--- config.mk ---
export PLATFORM = sky130hd
export DESIGN_NAME = cache_line_addr_gen_flat
export DESIGN_NICKNAME = d
export VERILOG_FILES = /design/src/rtl/cache_line_addr_gen_if.sv /design/src/rtl/cache_line_addr_gen.sv /design/src/flat_wrapper.sv
export SDC_FILE = /design/constraint.sdc
export NUM_CORES = 1
export LEC_CHECK = 0
export BUFFER_PORTS_ARGS = -buffer_cell sky130_fd_sc_hd__buf_2
export CORE_MARGIN = 2
export CORE_UTILIZATION = 45
export DETAILED_ROUTE_END_ITERATION = 8
export PLACE_DENSITY = 0.69
export RECOVER_POWER = 50
export REMOVE_ABC_BUFFERS = 1
export SLEW_MARGIN = 20
export SYNTH_ARGS = -nofsm -noshare
export SYNTH_HDL_FRONTEND = slang
export SYNTH_SLANG_ARGS = --single-unit
--- constraint.sdc ---
create_clock -name clk -period 3.3 [get_ports clk]
set_clock_uncertainty 0.05 [all_clocks]
set_input_delay 0.66 -clock clk [delete_from_list [all_inputs] [get_ports clk]]
set_output_delay 0.66 -clock clk [all_outputs]
set_load 0.005 [all_outputs]
--- src/rtl/cache_line_addr_gen_if.sv ---
// Handshake and multiplier bundle for the cache line address generator.
// "master" is the generator side, "slave" is its environment.
interface cache_line_addr_gen_if #(
   parameter int CNT_W = 8
);
   logic             req_valid;
   logic             req_ready;
   logic [15:0]      req_idx;
   logic [CNT_W-1:0] req_cnt;
   logic [15:0]      mul_in;
   logic [19:0]      mul_out;
   logic             addr_valid;
   logic             addr_ready;
   logic [19:0]      addr;
   logic             addr_last;
   logic             done;

   modport master (
      input  req_valid, req_idx, req_cnt, mul_out, addr_ready,
      output req_ready, mul_in, addr_valid, addr, addr_last, done
   );

   modport slave (
      output req_valid, req_idx, req_cnt, mul_out, addr_ready,
      input  req_ready, mul_in, addr_valid, addr, addr_last, done
   );
endinterface

--- src/rtl/cache_line_addr_gen.sv ---
// Line-burst word address generator: idx*10+k for each line of a request,
// using an external registered x10 stage for the line base address.
module cache_line_addr_gen #(
   parameter int WPL   = 10,
   parameter int CNT_W = 8
) (
   input  logic                  clk,
   input  logic                  rst,
   cache_line_addr_gen_if.master bus
);
   localparam logic [3:0] K_LAST = 4'(WPL - 1);

   typedef enum logic [1:0] {IDLE, LOAD, BASE, BURST} state_t;

   state_t           state, state_nxt;
   logic [15:0]      idx_r;
   logic [CNT_W-1:0] left_r;
   logic [19:0]      base_r;
   logic [3:0]       k_r;
   logic             done_r;
   logic             accept;
   logic             hs;
   logic             line_end;
   logic             last_line;

   assign line_end   = (k_r == K_LAST);
   assign last_line  = (left_r == CNT_W'(1));
   assign bus.mul_in = idx_r;
   assign bus.done   = done_r;

   always_comb begin
      state_nxt      = state;
      accept         = 1'b0;
      hs             = 1'b0;
      bus.req_ready  = 1'b0;
      bus.addr_valid = 1'b0;
      bus.addr       = '0;
      bus.addr_last  = 1'b0;
      case (state)
         IDLE: begin
            bus.req_ready = 1'b1;
            accept        = bus.req_valid;
            if (accept && (bus.req_cnt != '0))
               state_nxt = LOAD;
         end
         LOAD: state_nxt = BASE;
         BASE: state_nxt = BURST;
         BURST: begin
            bus.addr_valid = 1'b1;
            bus.addr       = base_r + 20'(k_r);
            bus.addr_last  = line_end && last_line;
            hs             = bus.addr_ready;
            if (hs && line_end)
               state_nxt = last_line ? IDLE : LOAD;
         end
         default: state_nxt = IDLE;
      endcase
   end

   always_ff @(posedge clk) begin
      if (rst) begin
         state  <= IDLE;
         idx_r  <= '0;
         left_r <= '0;
         base_r <= '0;
         k_r    <= '0;
         done_r <= 1'b0;
      end else begin
         state  <= state_nxt;
         done_r <= 1'b0;
         if (accept) begin
            idx_r  <= bus.req_idx;
            left_r <= bus.req_cnt;
            done_r <= (bus.req_cnt == '0);
         end
         // mul_out holds 10*idx_r captured at the end of LOAD
         if (state == BASE) begin
            base_r <= bus.mul_out;
            k_r    <= '0;
         end
         if (hs) begin
            if (line_end) begin
               left_r <= left_r - 1'b1;
               idx_r  <= idx_r + 1'b1;
               done_r <= last_line;
            end else begin
               k_r <= k_r + 1'b1;
            end
         end
      end
   end
endmodule
--- src/flat_wrapper.sv ---
// flat-port wrapper written by rule: the top's interface ports become plain ports
module cache_line_addr_gen_flat 
#(
   parameter int WPL   = 10,
   parameter int CNT_W = 8
)
  (clk, rst, bus_req_valid, bus_req_idx, bus_req_cnt, bus_mul_out, bus_addr_ready, bus_req_ready, bus_mul_in, bus_addr_valid, bus_addr, bus_addr_last, bus_done);
  cache_line_addr_gen_if #(.CNT_W(CNT_W)) bus_i ();
  input  logic clk;
  input  logic rst;
  input wire logic [$bits(bus_i.req_valid)-1:0] bus_req_valid;
  input wire logic [$bits(bus_i.req_idx)-1:0] bus_req_idx;
  input wire logic [$bits(bus_i.req_cnt)-1:0] bus_req_cnt;
  input wire logic [$bits(bus_i.mul_out)-1:0] bus_mul_out;
  input wire logic [$bits(bus_i.addr_ready)-1:0] bus_addr_ready;
  output wire logic [$bits(bus_i.req_ready)-1:0] bus_req_ready;
  output wire logic [$bits(bus_i.mul_in)-1:0] bus_mul_in;
  output wire logic [$bits(bus_i.addr_valid)-1:0] bus_addr_valid;
  output wire logic [$bits(bus_i.addr)-1:0] bus_addr;
  output wire logic [$bits(bus_i.addr_last)-1:0] bus_addr_last;
  output wire logic [$bits(bus_i.done)-1:0] bus_done;
  assign bus_i.req_valid = bus_req_valid;
  assign bus_i.req_idx = bus_req_idx;
  assign bus_i.req_cnt = bus_req_cnt;
  assign bus_i.mul_out = bus_mul_out;
  assign bus_i.addr_ready = bus_addr_ready;
  assign bus_req_ready = bus_i.req_ready;
  assign bus_mul_in = bus_i.mul_in;
  assign bus_addr_valid = bus_i.addr_valid;
  assign bus_addr = bus_i.addr;
  assign bus_addr_last = bus_i.addr_last;
  assign bus_done = bus_i.done;
  cache_line_addr_gen #(.WPL(WPL), .CNT_W(CNT_W)) u_core (.clk(clk), .rst(rst), .bus(bus_i));
endmodule
== Word-level counts from Yosys, hierarchy flattened ==
Cells that the tools add are included.
Cells by class
  mux-type cells: 22
  equal/unequal tests: 7
  add/sub/neg operators: 4
  reductions and logical operators: 7
Operators with widths (count)
  16-bit 2-to-1 mux: 3
  8-bit 2-to-1 mux: 3
  20-bit by 4-bit adder with 20-bit output: 1
  20-bit 2-to-1 mux: 1
  16-bit by 1-bit adder with 16-bit output (second input constant): 1
  4-bit 2-to-1 mux: 3
  1-bit 2-to-1 mux: 9
  8-bit by 1-bit equality test with 1-bit output (second input constant): 1
  8-bit logical NOT: 1
  2-bit one-hot mux with 4 select lines: 1
  8-bit nonzero test: 1
  8-bit by 1-bit subtractor with 8-bit output (second input constant): 1
  4-bit by 1-bit adder with 4-bit output (second input constant): 1
  2-bit equality test (second input constant): 2
  4-bit equality test (second input constant): 1
  2-bit 2-to-1 mux: 2
  2-bit by 1-bit != test with 1-bit output (second input constant): 2
  1-bit logical AND: 3
  2-bit by 1-bit equality test with 1-bit output (second input constant): 1
  2-bit logical NOT: 1
  2-bit AND reduction: 1
Word-level totals
  register bits after elaboration: 51
  bits of input ports: 48
  output and inout port bits: 40
  logic and storage cells: 46

== Longest topological paths before layout ==
Gate-level depths: netlist (run 1).
  depth in word-level cells: 5
  mapped depth: 8
  mapped depth without buffers: 6

== Worst setup path before layout (run 1) ==
Ideal clock, no wire load.
  path kind: reg2out
  start: reg u_core.k_r[0]
  end: out bus_addr[12]
  stages on the path, launching flop included: 8
  slack: 744 ps
  arrival: 1846 ps
  cell sequence: dfxtp_1 -> ha_1 -> fa_1 -> a21o_1 -> a21oi_1 -> buf_2 -> o21ai_0 -> a21oi_1
On the way
  longest elaborated chain between the ends: 2
RTL lines
  start, declared: line cache_line_addr_gen.sv:19  | logic [3:0] k_r;
  start signal, assigned: line cache_line_addr_gen.sv:87  | k_r <= k_r + 1'b1;
  20-bit by 4-bit adder with 20-bit output: line cache_line_addr_gen.sv:50  | bus.addr = base_r + 20'(k_r);
  20-bit 2-to-1 mux: line cache_line_addr_gen.sv:39  | case (state)
  end, declared: line flat_wrapper.sv:19  | output wire logic [$bits(bus_i.addr)-1:0] bus_addr;
No other way between the ends.

== Final worst setup path (run 1) ==
  start: reg u_core.k_r[0]
  end: out bus_addr[10]
The elaborated chain is that of the path after synthesis.

==> results of run 1 <==
==> worst paths after layout <==
| kind | depth (start not counted) | from | endpoint |
|---|---|---|---|
| worst min-delay path | 2 | u_core.left_r[4] | u_core.left_r[4] |
| worst max-delay path | 8 | u_core.k_r[0] | bus_addr[10] |
| worst max register to register | 5 | u_core.state[1] | u_core.bus.mul_in[5] |
| worst min register to register | 2 | u_core.left_r[4] | u_core.left_r[4] |
==> routing by layer <==
metal / routed length (um) / part of all wire / vias up
li1: - / - / 1616
met2: 3940 / 0.46 / 95
met5: 0 / 0 / -
met4: 57 / 0.0067 / 0
met3: 514 / 0.061 / 4
met1: 3970 / 0.47 / 1544
==> synth_stat cells, types with 2 or more instances <==
cell type	number	area (sq um)
a32oi_1	5	43.8
nor3_1	7	35.0
nand4_2	2	25.0
o21ai_0	15	75.1
or4_1	13	97.6
mux2i_1	22	220
a31o_2	2	17.5
o31ai_1	10	75.1
nand2b_1	2	12.5
a21o_1	3	22.5
and4_1	5	43.8
o211ai_1	3	22.5
nor2_1	31	116
dfxtp_1	51	1020
buf_6	2	22.5
a211oi_1	6	45.0
xnor2_1	3	26.3
a21oi_1	31	155
nand3_1	14	70.1
buf_2	8	40.0
a211o_1	3	26.3
nor4_1	5	31.3
nand4_1	3	18.8
a311oi_1	4	35.0
and3_1	8	50.1
nand2_1	32	120
o31a_1	2	17.5
a221oi_1	2	17.5
ha_1	12	150
and2_1	5	31.3
or3_1	12	75.1
buf_4	2	15.0
a31oi_1	14	87.6
inv_1	19	71.3
clkbuf_1	11	41.3
==> logic make-up after synthesis <==
kind of cell	synth area share
flops	0.319
buf+inv	0.0594
mux	0.0688
xor+xnor	0.00821
fa+ha+maj	0.0532
compound gates	0.231
simple gates	0.260
==> layout make-up <==
class	instances	area (sq um)
Timing Repair Buffer	91	452
Tap cell	96	120
Inverter	19	71.3
Clock buffer	8	100
Sequential cell	51	1020
Multi-Input combinational cell	298	1990
Fill cell	678	3080
==> stage by stage <==
| step | util | area, sq um | std cells | hold slack, ns | power, uW |
|---|---|---|---|---|---|
| after floorplan | - | 3080 | 368 | 0.409 | 1380 |
| after global placement | 0.537 | 3670 | 555 | 0.428 | 1600 |
| after detailed placement | 0.537 | 3670 | 555 | 0.432 | 1630 |
| after CTS | 0.551 | 3770 | 563 | 0.447 | 2030 |
| after global routing | 0.549 | 3750 | 563 | 0.488 | 2150 |
| final | 0.549 | 3750 | 563 | 0.447 | 2010 |
==> power by group <==
group | leakage [uW] | switching (uW) | internal, uW
Clock | 0.0000515 | 210 | 192
Sequential | 0.000416 | 144 | 740
Combinational | 0.000990 | 419 | 308
==> sequential cells by signal (all words and copies together), names as in the netlist <==
signal	count
u_core.base_r	20
u_core.state	2
u_core.bus.done	1
u_core.k_r	4
u_core.bus.mul_in	16
u_core.left_r	8
==> critical path, delay by kind of cell, from the launching register on <==
kind | cells | cell delay, ns
DFF | 1 | 0.44
AOI/OAI and AO/OA | 3 | 0.33
buffers and inverters | 2 | 0.32
adders and majority gates | 2 | 0.48
and+or+nand+nor | 1 | 0.50
==> out/metrics.csv, run 1 <==
metric,value,unit
insertion_delay,0.31,ns
fin_nets,527,
post_cts_resized,0,
leakage,0.00146,uW
min_period,3.08,ns
synthCells,391,
ctsHoldBuffers,0,
gr-usage-met1,0.286,
drc,0,
setup_ws,0.216,ns
htreeDepth,2,
crit_fanout,15,
num_vias,3259,
syn_area,3200,sq um
clockBufferDepth,2,
grt_max_degree,42,
io_buffers,87,
hp-class,register to register,
drv_cap,0,
routed_via_density,5.79,
place_ws,0.549,ns
ioPinCount,88,
period_share,0.935,
rsz0062_at_grt,false,
status,"finished, final reports clean",
grt_use_total,0.216,
tns,0,ns
crit_path_start_kind,register,
crit_type,register to output pin,
path_common_cell,a21oi_1,
use_met2,0.369,
antenna_found_initial,0,
critPathRequiredTime,2.59,ns
die_w,88.3,um
ys_async_sr_fraction,0,
top_usage_layer,met2,
cts-root-buf,clkbuf_8,
grt_pass1_vias,2899,
drive_gt1_frac,0.223,
synth_edf_count,0,
gp_congestion,0.813,
max_slew_margin,0.427,
drtPass1Iterations,4,
hpwlAfterDp,6.04,mm
hold_violations,0,
n_antenna_cell,0,
crit_path_end_kind,output pin,
cts_setup_buffers,0,
drv_slew,0,
tightest_slew,0.859,ns
clock.fmax,324,MHz
cts_sinks,51,
peakVddDrop,0.248,mV
yosys_most_used_dff,dfxtp_1,
core,6830,sq um
cp.arrival,2.37,ns
synth_area_per_cell,8.19,sq um
synth-seq-area-share,0.319,
final_common_cell,buf_2,
yosysUniqueCellTypes,57,
synth_seq_cells,51,
fp.dieH,88.3,um
slowest_stage,or4_1,
cts_tree,yes,
path_clk_slew,0.09,ns
grt_pass1_wl,13.6,mm
yosysWarnings,0,
postRouteAntennaNets,0,
grt-ovfl-total,0,
max_stage_delay,0.50,ns
final_cell_mix,"buf_2, dfxtp_1, nand2_1",
die_area,7800,sq um
first_iter_violations,163,
worstPathCellList,"ha_1, fa_1, a21o_1, a21oi_1, buf_4, or4_1, a21oi_1, buf_2",
area_growth,17.3,%
rrSetupSlack,0.55,ns
wirelength,8.48,mm
setup_viol,0,
post_drt_wl_per_cell,15.1,um
cts_buffers,5,
start_util,0.468,
fp-row-count,30,
grt.met3_usage,0.0382,
p_per_area,536,nW/um^2
No activity file was read; power rests on OpenSTA's default activity.
==> inputs of run 2 (changes only) <==
--- a/config.mk
+++ b/config.mk
@@ -6,7 +6,6 @@
 export NUM_CORES = 1
 export LEC_CHECK = 0
 export BUFFER_PORTS_ARGS = -buffer_cell sky130_fd_sc_hd__buf_2
-export CORE_MARGIN = 2
 export CORE_UTILIZATION = 45
 export DETAILED_ROUTE_END_ITERATION = 8
 export PLACE_DENSITY = 0.69
==> constraint.sdc (replaced) <==
create_clock -name clk -period 3.3 [get_ports clk]
set_clock_uncertainty 0.05 [all_clocks]
set_input_delay 0.165 -clock clk [delete_from_list [all_inputs] [get_ports clk]]
set_output_delay 0.165 -clock clk [all_outputs]
set_load 0.005 [all_outputs]
==> run 2 against run 1 <==
- clock power is 7.0% higher
- first-iteration DRC count is 5.5% higher
- maximum frequency is 20% higher
- clock-buffer cell count is 2 lower
- via count is 0.34% lower
- routed wire length is 3.0% lower
- die area is 4.5% lower
- combinational power is 1% lower
- final cell count is 0.36% lower
- sequential cell count stayed put
- sequential power hardly changed
- worst setup slack better by 0.52 ns
==> out/metrics.csv, run 2 (synthesis gave the netlist of run 1 again) <==
metric,value,unit,change
status,"finished, final reports clean",,unchanged
slowest_stage,or4_1,,unchanged
instances_no_fill,561,,was 563
htreeDepth,2,,unchanged
period_share,0.777,,was 0.935
grt_max_degree,53,,was 42
cts_sinks,51,,unchanged
path_clk_slew,0.09,ns,about the same
die_w,86.3,um,was 88.3 um
leakage,0.00145,uW,was 0.00146 uW
crit_family,simple AND/OR/NAND/NOR gates,,unchanged
core,6830,sq um,unchanged
crit_path_start_kind,register,,unchanged
tns,0,ns,unchanged
fp.dieH,86.3,um,was 88.3 um
dp.cells,554,,was 555
top_usage_layer,met2,,unchanged
wirelength,8.22,mm,was 8.48 mm
antenna_found_initial,0,,unchanged
rsz0062_at_grt,false,,unchanged
grt_pass1_vias,2966,,was 2899
peakVddDrop,0.244,mV,was 0.248 mV
area_growth,17.1,%,was 17.3%
grt_pass1_wl,13.6,mm,about the same
hp-class,input port to register,,was register to register
drtPass1Iterations,4,,unchanged
power,2030,uW,was 2010 uW
ioPinCount,88,,unchanged
hpwlAfterDp,5.91,mm,was 6.04 mm
start_util,0.468,,unchanged
drc,0,,unchanged
regMostFlops,u_core.base_r,,unchanged
postRouteAntennaNets,0,,unchanged
hold_violations,0,,unchanged
worst-path-buf-inv,2,,unchanged
fp-row-count,30,,unchanged
post-route-util,0.549,,about the same
grt-ovfl-total,0,,unchanged
use_met2,0.396,,was 0.369
fin_nets,526,,was 527
setup_ws,0.735,ns,was 0.216 ns
max_stage_delay,0.50,ns,about the same
first_iter_violations,172,,was 163
crit_type,register to output pin,,unchanged
drive_gt1_frac,0.217,,was 0.223
post_cts_resized,0,,unchanged
min_period,2.57,ns,was 3.08 ns
critPathRequiredTime,3.08,ns,was 2.59 ns
io_buffers,87,,unchanged
gp_congestion,0.791,,was 0.813
worstPathCellList,"ha_1, fa_1, a21o_1, a21oi_1, buf_4, or4_1, a21oi_1, buf_2",,unchanged
cts_tree,yes,,unchanged
routed_via_density,5.79,,about the same
path_common_cell,a21oi_1,,unchanged
insertion_delay,0.30,ns,was 0.31 ns
setup_viol,0,,unchanged
largest_register_ffs,20,,unchanged
crit_path_end_kind,output pin,,unchanged
grt_use_total,0.226,,was 0.216
n_antenna_cell,0,,unchanged
cts-root-buf,clkbuf_8,,unchanged
final_cell_mix,"buf_2, dfxtp_1, nand2_1",,unchanged
final_common_cell,buf_2,,unchanged
num_vias,3248,,was 3259
gr-usage-met1,0.286,,about the same
post_drt_wl_per_cell,14.7,um,was 15.1 um
clockBufferDepth,2,,unchanged
cts_setup_buffers,0,,unchanged
grt.met3_usage,0.0343,,was 0.0382
tightest_slew,0.963,ns,was 0.859 ns
drv_cap,0,,unchanged
max_slew_margin,0.358,,was 0.427
clock.fmax,390,MHz,was 324 MHz
p_per_area,541,nW/um^2,was 536 nW/um^2
die_area,7450,sq um,was 7800 sq um
place_ws,0.945,ns,was 0.549 ns
drv_slew,0,,unchanged
cp.arrival,2.35,ns,was 2.37 ns
ctsHoldBuffers,0,,unchanged
cts_buffers,5,,unchanged
crit_fanout,15,,unchanged
run 2: report_power, final:
| part | total [uW] | internal [uW] | switching (uW) |
|---|---|---|---|
| Combinational | 717 | 305 | 411 |
| Sequential | 884 | 740 | 143 |
| Clock | 429 | 223 | 206 |
run 2: worst paths after layout:
kind	startpoint	end	slack [ns]	cells past startpoint
worst min register to register	u_core.left_r[4]	u_core.left_r[4]	0.46	2
worst max register to register	u_core.state[1]	u_core.bus.mul_in[6]	0.89	5
worst max-delay path	u_core.k_r[0]	bus_addr[10]	0.73	8
worst min-delay path	bus_mul_out[10]	u_core.base_r[10]	0.04	3
run 2: final cells by class:
cell class / count / area, sq um
flip-flops and latches: 51 / 1020
clock buffers: 6 / 72.6
well taps: 96 / 120
clock inverters: 1 / 30.0
repair buffers: 90 / 443
fillers: 693 / 3080
multi-input cells: 298 / 1990
inverters: 19 / 71.3
run 2: worst register-to-register path: cells and delay by family (launching register included):
kind	cells	cell delay (ns)
DFF	1	0.40
and+or+nand+nor	3	1.41
adders and majority gates	1	0.31
AOI/OAI and AO/OA	1	0.16
run 2: layer usage:
layer | part of all wire | vias to the layer above
li1 | - | 1612
met1 | 0.46 | 1524
met2 | 0.48 | 104
met3 | 0.053 | 8
met4 | 0.012 | 0
met5 | 0 | -
run 2: stage by stage:
stage | cell area (sq um) | hold WS (ns)
6_report | 3750 | 0.0449
5_1_grt | 3750 | 0.0456
4_1_cts | 3760 | 0.0431
3_5_place_dp | 3660 | 0.362
3_3_place_gp | 3660 | 0.351
2_1_floorplan | 3080 | 0.184
==> inputs of run 3 (changes only) <==
--- a/config.mk
+++ b/config.mk
@@ -5,6 +5,7 @@
 export SDC_FILE = /design/constraint.sdc
 export NUM_CORES = 1
 export LEC_CHECK = 0
+export ABC_AREA = 1
 export BUFFER_PORTS_ARGS = -buffer_cell sky130_fd_sc_hd__buf_2
 export CORE_UTILIZATION = 45
 export DETAILED_ROUTE_END_ITERATION = 8
==> constraint.sdc (replaced) <==
create_clock -name clk -period 2.6 [get_ports clk]
set_clock_uncertainty 0.05 [all_clocks]
set_input_delay 0.13 -clock clk [delete_from_list [all_inputs] [get_ports clk]]
set_output_delay 0.13 -clock clk [all_outputs]
set_load 0.005 [all_outputs]
==> run 3 against run 2 <==
- die area increased by 4.6%
- synthesized area is 4.7% higher
- clock-buffer cell count did not move
- register-to-register slack got worse by 0.30 ns
- non-clock buffer count rose by 4
- via count rose by 10%
- combinational power up 52%
- clock power grew 11%
- sequential power increased by 35%
- synthesized cell count grew 32%
- critical path type unchanged
- largest power group unchanged
- highest routed layer unchanged
==> out/metrics.csv, run 3 <==
metric,value,unit,change
synthCells,517,,was 391
yosysMostFrequentCell,nand2_1,,was dfxtp_1
tns,0,ns,unchanged
die_area,7800,sq um,was 7450 sq um
post_drt_wl_per_cell,12.1,um,was 14.7 um
slowest_stage,fa_1,,was or4_1
fp.dieH,88.3,um,was 86.3 um
fin_nets,659,,was 526
p_per_area,706,nW/um^2,was 541 nW/um^2
grt_use_total,0.222,,was 0.226
n_antenna_cell,0,,unchanged
cts-root-buf,clkbuf_8,,unchanged
critPathRequiredTime,2.42,ns,was 3.08 ns
start_util,0.465,,was 0.468
crit_path_end_kind,output pin,,unchanged
wirelength,8.45,mm,was 8.22 mm
min_period,2.25,ns,
grt-ovfl-total,0,,unchanged
period_share,0.867,,
ys_async_sr_fraction,0,,unchanged
max_stage_delay,0.41,ns,was 0.50 ns
rsz0062_at_grt,false,,unchanged
cts_sinks,51,,unchanged
num-fill-cells,781,,was 693
postRouteAntennaNets,0,,unchanged
hp-class,input port to register,,unchanged
timing.hold.ws,0.000184,ns,was 0.0449 ns
area_growth,16.5,%,was 17.1%
insertion_delay,0.30,ns,about the same
leakage,0.00178,uW,was 0.00145 uW
drtPass1Iterations,4,,unchanged
antenna_found_initial,0,,unchanged
worstPathCellList,"ha_1, fa_1, nand3_1, nand2_1, nand3_1, nor3_2, nand2_1, nand2_1, nor2_1, buf_2",,"was ha_1, fa_1, a21o_1, a21oi_1, buf_4, or4_1, a21oi_1, buf_2"
htreeDepth,2,,unchanged
drv_cap,0,,unchanged
drc,0,,unchanged
routed_via_density,5.13,,was 5.79
synth_area_per_cell,6.48,sq um,was 8.19 sq um
largest_register_ffs,20,,unchanged
tightest_slew,0.684,ns,was 0.963 ns
whs_path_depth,3,,unchanged
yosys_most_used_dff,dfxtp_1,,unchanged
hpwlAfterDp,6.18,mm,was 5.91 mm
grt_pass1_vias,3111,,was 2966
crit_fanout,6,,was 15
hold_violations,0,,unchanged
path_depth,10,,was 8
fp-row-count,31,,was 30
cts_buffers,5,,unchanged
status,"finished, final reports clean",,unchanged
power,2760,uW,was 2030 uW
setup_viol,0,,unchanged
drive_gt1_frac,0.179,,was 0.217
synth_seq_cells,51,,unchanged
cts_tree,yes,,unchanged
rrSetupSlack,0.59,ns,was 0.89 ns
max_slew_margin,0.544,,was 0.358
clock.fmax,444,MHz,
synth_edf_count,0,,unchanged
synth.area.top_cells,"dfxtp_1, nand2_1, o21ai_0",,"was dfxtp_1, mux2i_1, a21oi_1"
cp.arrival,2.07,ns,was 2.35 ns
syn_area,3350,sq um,was 3200 sq um
crit_family,adder cells,,was simple AND/OR/NAND/NOR gates
clockBufferDepth,2,,unchanged
gp_congestion,0.840,,was 0.791
yosys.area.top_type_share,0.305,,was 0.319
yosysUniqueCellTypes,37,,was 57
crit_type,register to output pin,,unchanged
crit_path_start_kind,register,,unchanged
regMostFlops,u_core.base_r,,unchanged
drv_slew,0,,unchanged
num_vias,3578,,was 3248
path_clk_slew,0.09,ns,about the same
path_common_cell,nand2_1,,was a21oi_1
grt_max_degree,35,,was 53
final_cell_mix,"nand2_1, buf_2, nor2_1",,"was buf_2, dfxtp_1, nand2_1"
worst-path-buf-inv,1,,was 2
cts_setup_buffers,0,,unchanged
peakVddDrop,0.362,mV,was 0.244 mV
grt_pass1_wl,13.8,mm,was 13.6 mm
post_cts_resized,0,,unchanged
synth-seq-area-share,0.305,,was 0.319
reg2reg_depth,6,,was 5
netlist_top_cells_count,"nand2_1, nor2_1, o21ai_0, a21oi_1",,"was dfxtp_1, nand2_1, a21oi_1, nor2_1, mux2i_1"
ioPinCount,88,,unchanged
synth_area_leader_cell,dfxtp_1,,unchanged
final_common_cell,nand2_1,,was buf_2
core,7210,sq um,was 6830 sq um
first_iter_violations,118,,was 172
io_buffers,87,,unchanged
yosysWarnings,0,,unchanged
die_w,88.3,um,was 86.3 um
run 3: cell types whose count changed in the layout (fill, tap and decap cells not counted), sizes merged, moves of 14 or more:
cell,previous run,this run
inv,19,52
nand3,15,29
mux2i,22,0
a21oi,33,52
nor2,32,81
nand2,32,114
o21ai,17,64
run 3: layout make-up:
type	instances	area, sq um	share of cell area
clock inverter	1	5.00	0.00128
multi-input combinational	393	1990	0.510
tap	99	124	0.0317
inverter	53	206	0.0529
sequential	51	1020	0.261
clock buffer	6	82.6	0.0211
timing repair buffer	94	473	0.121
run 3: cell families after synthesis:
group	count (synthesis)	synth area share
and+or+nand+nor	241	0.314
AOI/OAI and AO/OA	130	0.206
buffers and inverters	73	0.101
DFF	51	0.305
adders and majority gates	13	0.0508
xor gates and xnor gates	9	0.0235
run 3: worst min-delay path: stages:
cell and delay (ns):
buf_2 0.08, nor2_1 0.04, nor2_1 0.08
run 3: through the flow:
step / worst slack, ns / instance area (sq um) / utilization / cells
2_1_floorplan: 0.750 / 3220 / - / 497
3_3_place_gp: 0.690 / 3810 / 0.528 / 687
3_5_place_dp: 0.658 / 3810 / 0.528 / 687
4_1_cts: 0.323 / 3930 / 0.544 / 697
5_1_grt: 0.195 / 3910 / 0.541 / 697
6_report: 0.345 / 3910 / 0.541 / 697
run 3: layer usage:
layer / GRT usage / wire [um] / up-vias
met4: 0.0440 / 53 / 0
li1: - / - / 1852
met2: 0.399 / 3980 / 95
met3: 0.0429 / 490 / 6
met5: 0 / 0 / -
met1: 0.276 / 3930 / 1625
run 3: report_power, final:
part | switching [uW] | internal (uW)
clock network | 266 | 210
logic | 688 | 404
registers | 208 | 981
total | 1160 | 1590
run 3: worst paths after layout:
path | startpoint | endpoint
worst max register to register | u_core.state[0] | u_core.k_r[3]
worst max-delay path | u_core.k_r[0] | bus_addr[18]
worst min register to register | u_core.left_r[0] | u_core.left_r[0]
worst min-delay path | bus_mul_out[13] | u_core.base_r[13]
run 3: timing repair:
item | in CTS | in global routing
endpoints found under the hold margin | 3 | 0
endpoints found under the setup margin | 0 | 0
hold buffers | 3 | 0
